==> src/rtl/never8_ctrl.sv <==
// never8_ctrl: multi-cycle controller for an 8-bit accumulator machine.
// Drives an external ALU, instruction fetch port and a valid/ready output port.
module never8_ctrl #(
  parameter logic [4:0] RESET_PC = 5'd0
) (
  input  logic       clk,
  input  logic       rst,
  output logic       instr_req,
  output logic [4:0] instr_addr,
  input  logic       instr_ack,
  input  logic [7:0] instr_data,
  output logic [2:0] alu_opcode,
  output logic [4:0] alu_a,
  output logic [7:0] alu_b,
  input  logic [7:0] alu_result,
  input  logic       alu_z,
  input  logic       alu_c,
  output logic       out_valid,
  output logic [7:0] out_data,
  input  logic       out_ready,
  input  logic       run,
  output logic       halted,
  output logic [7:0] acc,
  output logic       zflag,
  output logic       cflag
);

  typedef enum logic [2:0] {
    FETCH, DECODE, EXEC, OUTW, HALT
  } state_t;

  state_t     state_q, state_d;
  logic [4:0] pc_q, pc_d;
  logic [7:0] ir_q, ir_d;
  logic [7:0] acc_q, acc_d;
  logic [7:0] out_q, out_d;
  logic       z_q, z_d;
  logic       c_q, c_d;
  // Keeps instr_req low while rst is high and until the first edge after it.
  logic       live_q;

  always_ff @(posedge clk or posedge rst) begin
    if (rst) begin
      state_q <= FETCH;
      pc_q    <= RESET_PC;
      ir_q    <= 8'd0;
      acc_q   <= 8'd0;
      out_q   <= 8'd0;
      z_q     <= 1'b0;
      c_q     <= 1'b0;
      live_q  <= 1'b0;
    end else begin
      state_q <= state_d;
      pc_q    <= pc_d;
      ir_q    <= ir_d;
      acc_q   <= acc_d;
      out_q   <= out_d;
      z_q     <= z_d;
      c_q     <= c_d;
      live_q  <= 1'b1;
    end
  end

  always_comb begin
    state_d = state_q;
    pc_d    = pc_q;
    ir_d    = ir_q;
    acc_d   = acc_q;
    out_d   = out_q;
    z_d     = z_q;
    c_d     = c_q;
    case (state_q)
      FETCH: begin
        if (live_q && instr_ack) begin
          ir_d    = instr_data;
          pc_d    = pc_q + 5'd1;
          state_d = DECODE;
        end
      end
      DECODE: state_d = EXEC;
      EXEC: begin
        state_d = FETCH;
        unique case (ir_q[7:5])
          3'b000, 3'b001: begin
            acc_d = alu_result;
            z_d   = alu_z;
            c_d   = alu_c;
          end
          3'b010: acc_d = {3'b000, ir_q[4:0]};
          3'b011: pc_d = ir_q[4:0];
          3'b100: if (z_q) pc_d = ir_q[4:0];
          3'b101: if (c_q) pc_d = ir_q[4:0];
          3'b110: begin
            out_d   = acc_q;
            state_d = OUTW;
          end
          3'b111: state_d = HALT;
        endcase
      end
      OUTW: if (out_ready) state_d = FETCH;
      HALT: if (run) state_d = FETCH;
      default: state_d = FETCH;
    endcase
  end

  assign instr_req  = live_q && (state_q == FETCH);
  assign instr_addr = pc_q;
  assign out_valid  = (state_q == OUTW);
  assign out_data   = out_q;
  assign halted     = (state_q == HALT);
  assign alu_opcode = {2'b00, ir_q[5]};
  assign alu_a      = ir_q[4:0];
  assign alu_b      = acc_q;
  assign acc        = acc_q;
  assign zflag      = z_q;
  assign cflag      = c_q;

endmodule

==> config.mk <==
export PLATFORM = sky130hd
export DESIGN_NAME = never8_ctrl
export DESIGN_NICKNAME = d
export VERILOG_FILES = /design/src/rtl/never8_ctrl.sv
export SDC_FILE = /design/constraint.sdc
export NUM_CORES = 1
export LEC_CHECK = 0
export BUFFER_PORTS_ARGS = -buffer_cell sky130_fd_sc_hd__buf_4
export CORE_ASPECT_RATIO = 0.6
export CORE_MARGIN = 5
export CORE_UTILIZATION = 44
export CTS_CLUSTER_DIAMETER = 100
export DETAILED_ROUTE_END_ITERATION = 8
export HOLD_SLACK_MARGIN = 0.1
export PLACE_DENSITY = 0.81
export SLEW_MARGIN = 20
export SYNTH_ARGS = -nofsm -noshare
export SYNTH_HDL_FRONTEND = slang
export SYNTH_SLANG_ARGS = --single-unit
==> constraint.sdc <==
create_clock -name clk -period 1.65 [get_ports clk]
set_input_delay 0.0825 -clock clk [delete_from_list [all_inputs] [get_ports clk]]
set_output_delay 0.0825 -clock clk [all_outputs]
set_load 0.03 [all_outputs]
# ---- After elaboration in Yosys (flattened, before gate mapping)
# Index checks and enable logic that the tools add are counted.
dict set report totals {
  input_bits 23
  regBits 35
  out_inout_bits 42
  wordCells 50
}
dict set report classes {
  n_reduce_logical 13
  addsub 1
  n_eq_ne 17
  n_mux 11
}
# operator count
set op_table {}
lappend op_table {{8-bit one-hot mux with 2 select lines} 1}
lappend op_table {{3-bit == test (second input constant)} 5}
lappend op_table {{5-bit two-way mux} 3}
lappend op_table {{3-bit one-hot mux with 5 select lines} 1}
lappend op_table {{5-bit one-hot mux with 3 select lines} 1}
lappend op_table {{3-bit by 2-bit == test with 1-bit output (second input constant)} 4}
lappend op_table {{5-bit one-hot mux with 2 select lines} 1}
lappend op_table {{3-bit two-way mux} 3}
lappend op_table {{2-bit AND reduction} 4}
lappend op_table {{3-bit by 1-bit == test with 1-bit output (second input constant)} 2}
lappend op_table {{3-bit logical NOT} 2}
lappend op_table {{3-bit inequality test (second input constant)} 2}
lappend op_table {{3-bit one-hot mux with 2 select lines} 1}
lappend op_table {{5-bit by 1-bit adder with 5-bit output (second input constant)} 1}
lappend op_table {{5-bit AND reduction} 1}
lappend op_table {{2-bit inequality test (second input constant)} 2}
lappend op_table {{4-bit by 2-bit inequality test with 1-bit output (second input constant)} 1}
lappend op_table {{2-bit nonzero test} 2}
lappend op_table {{3-bit AND reduction} 1}
lappend op_table {{1-bit logical AND} 2}
lappend op_table {{2-bit by 1-bit inequality test with 1-bit output (second input constant)} 1}
lappend op_table {{2-bit OR reduction} 1}

# ---- Longest topological paths before layout
dict set report depth {
  word_depth 4
  mapped_depth 6
}

# ---- Least setup slack after synthesis
# Ideal clock, no wire load.
dict set report synth_timing {
  kind {register -> register}
  start {register state_q[2]}
  end {register pc_q[4], in the netlist instr_addr[4]}
  n_path_buf 1
  arrival_ns 1.863
  setup_ns 0.126
  synth_period_minus_slack_ns 1.989
  path_slack_ns -0.339
  stages_incl_launch_ff 6
  path_cell_list {dfrtp_1 nor4b_4 nand2_1 buf_2 a22o_1 a221o_1}
}
dict set report synth_via {
  elab_chain_cells 3
  elab_cells_between_ends 9
}
# element line
set synth_rtl {}
lappend synth_rtl {{from (decl)} 32} ;# state_t state_q, state_d;
lappend synth_rtl {{from (signal assigned)} 53} ;# state_q <= state_d;
lappend synth_rtl {{3-bit by 2-bit == test with 1-bit output / 3-bit logical NOT (equally long branches)} 72} ;# case (state_q)
lappend synth_rtl {{4-bit by 2-bit inequality test with 1-bit output (no source line), or another cell as far along} --}
lappend synth_rtl {{5-bit AND reduction (no source line)} --}
lappend synth_rtl {{to (signal assigned)} 54} ;# pc_q <= pc_d;
lappend synth_rtl {{to (decl)} 33} ;# logic [4:0] pc_q, pc_d;
# Several ways; a longest one is shown, not always the timed one.
# A chain may end at the register's enable or synchronous reset.

# ---- Worst setup path in the final report
dict set report layout_timing {
  start {register state_q[0]}
  end {register pc_q[4], in the netlist instr_addr[4]}
}
# The elaborated chain is that of the path after synthesis.

==> impl_metrics.tcl <==
set metrics [dict create \
    rows 17 \
    slew_viol_final 0 \
    r2r_cells 6 \
    timing.fmax_mhz 608 \
    ys_seq_elements 35 \
    fin_crit_ns 1.64 \
    die_x_um 90.9 \
    initial_core_util 0.465 \
    status "completed" \
    synthArstFlopShare 1.00 \
    drt_iter0_markers 72 \
    critPathMaxFanout 5 \
    crit_path_start_kind "register" \
    drc 0 \
    clockRootBuffer "clkbuf_8" \
    routed_via_density 4.91 \
    die_y_um 58.6 \
    layout_common_cells "buf_4, nand2_1, dfrtp_1" \
    yosys-top-cells-area "dfrtp_1, nand2_1, buf_4" \
    nets 277 \
    min_from "alu_result[4]" \
    wl_um 4550 \
    rsz0062_at_grt "true" \
    hold_viol_final 0 \
    antenna_found_initial 0 \
    numPortBuffers 62 \
    leakage_uw 0.00132 \
    drt_pass1_iterations 4 \
    post-synth-top-area-cell "dfrtp_1" \
    reg2reg_slack_ns 0.006 \
    num_vias 1478 \
    r2r_start "state_q[0]" \
    ys.flop_type "dfrtp_1" \
    crit_slowest_cell "dfrtp_1" \
    drv_cap 0 \
    hold_depth 3 \
    drive_above_1_share 0.413 \
    antenna_left 0 \
    finClkSkew_ns 0.00437 \
    setup.worst_path.end_class "register" \
    cts_tree "built" \
    io_pins 65 \
    fin_total_pwr_uw 4500 \
    min_to "acc[4]" \
    r2r_end "instr_addr[4]" \
    clkTransAtPathRegs_ns 0.07 \
    cpPeakStageDelay_ns 0.39 \
    route.detailed.wl_per_inst_um 15.1 \
    place_area_sq_mm 0.00225 \
    path_cells "buf_6 > nor4b_4 > buf_4 > nand3_2 > a22o_1 > a221o_1" \
    grt_max_degree 36 \
    synth_edf_count 0 \
    worst_ep_arrival_time_ns 1.81 \
    syn_avg_cell_area_sq_um 10.2 \
    dpl.hpwl_um 3210 \
    die_area_sq_mm 0.00532 \
    max-vdd-ir-drop_mv 1.14 \
    numCtsBuffers 5 \
    clockBufferDepth 2 \
    cts.sinks 35 \
    grt_util_all_layers 0.171 \
    final_common_cell "buf_4" \
    areaGrowthSynthToFinish_pct 48.1 \
    grt_overflow_total 0 \
    final_area_sq_mm 0.00256 \
    grt_pass1_vias 1512 \
    synth_top_area_frac 0.507 \
    grt_first_pass_wirelength_um 7320 \
    p_per_area_mw_per_mm2 1760 \
    clock_latency_ns 0.28 \
    hold_path.class "in2reg" \
    gp_congestion 0.831 \
    finalSetupViolCount 0 \
    synthDistinctLibCells 31 \
    core_area_sq_mm 0.00372 \
    worstPathRequired_ns 1.82 \
    diodes 0 \
    netlist_instances 169 \
    cts_htree_levels 2 \
    ys_seq_area_frac 0.507 \
    syn-cell-area_sq_mm 0.00173 \
    yosys_warnings 0 \
    fin_crit_sh 0.997 \
    crit_type "reg2reg" \
]
## cells by family after synthesis
| logic type | Yosys count | share of synthesized area |
|---|---|---|
| AOI/OAI and AO/OA | 26 | 0.103 |
| adders and majority gates | 1 | 0.00723 |
| buffers and inverters | 26 | 0.0962 |
| DFF | 35 | 0.507 |
| muxes | 16 | 0.0999 |
| other | 2 | 0.00434 |
| and+or+nand+nor | 63 | 0.183 |
## flip-flops by register name, indices dropped and copies added (netlist names)
signal	cells
state_q	3
acc	8
instr_addr	5
zflag	1
cflag	1
live_q	1
ir_q	8
out_data	8
## what timing repair did
| item | CTS | global route |
|---|---|---|
| resized for setup | 3 | 10 |
| pin swaps | 1 | 3 |
| endpoints found under the setup margin | 11 | 14 |
| cloned | 0 | 0 |
| buffers inserted | 1 | 1 |
| hold endpoints to repair | 50 | 0 |
| hold buffers | 16 | 0 |
## worst max-delay path by stage
stage	from	end	slack [ns]	depth (start not counted)
after global routing	state_q[0]	instr_addr[4]	-0.07	6
after floorplan	state_q[1]	instr_addr[4]	-0.32	5
after global placement	state_q[1]	cflag	0.005	4
after CTS	state_q[0]	instr_addr[4]	0.006	6
final	state_q[0]	instr_addr[4]	0.006	6
after detailed placement	state_q[1]	zflag	-0.03	4
## per-stage QoR
| stage | setup WS [ns] | hold WS, ns | utilization | cells | setup TNS (ns) |
|---|---|---|---|---|---|
| floorplan | -0.324 | 0.188 | - | 170 | -1.76 |
| CTS | 0.00564 | 0.103 | 0.676 | 300 | 0 |
| global placement | 0.00459 | 0.208 | 0.605 | 275 | 0 |
| finish | 0.00569 | 0.101 | 0.688 | 301 | 0 |
| global route | -0.0732 | 0.127 | 0.688 | 301 | -0.319 |
| detailed placement | -0.0292 | 0.218 | 0.605 | 275 | -0.118 |
## worst max-delay path: cells and delay by family (launching register included)
kind	cells	cell delay [ns]
buf+inv	2	0.31
compound gates	2	0.51
simple gates	2	0.32
flops	1	0.39
## Yosys cell counts, drive strengths merged (2+ instances only)
master,count
nand2,38
dfrtp,35
buf,18
mux2,10
o21ai,10
mux2i,6
nor3,6
a211oi,5
inv,5
nor2,5
a22o,4
a221o,3
clkbuf,3
nand3,3
a21oi,2
and2,2
and3,2
conb,2
nor3b,2
## layout make-up
type	count	area, sq um
tap	47	58.8
clock buffer	6	72.6
clock inverter	2	12.5
multi-input combinational	109	734
sequential	35	876
inverter	5	18.8
fill	299	1160
timing repair buffer	97	788
## layer usage
layer | vias up | global-route usage | part of all wire
met5 | - | 0 | 0
met4 | 0 | 0.0314 | 0.0018
met3 | 2 | 0.0639 | 0.080
met2 | 50 | 0.274 | 0.47
met1 | 698 | 0.225 | 0.45
li1 | 728 | - | -
## where the power goes
| group | leakage, uW | switching (uW) | internal, uW |
|---|---|---|---|
| Clock | 0.0000412 | 301 | 295 |
| Combinational | 0.000836 | 1380 | 992 |
| Sequential | 0.000440 | 346 | 1190 |
| Total | 0.00132 | 2030 | 2470 |
(Power assumes the default switching activity.)
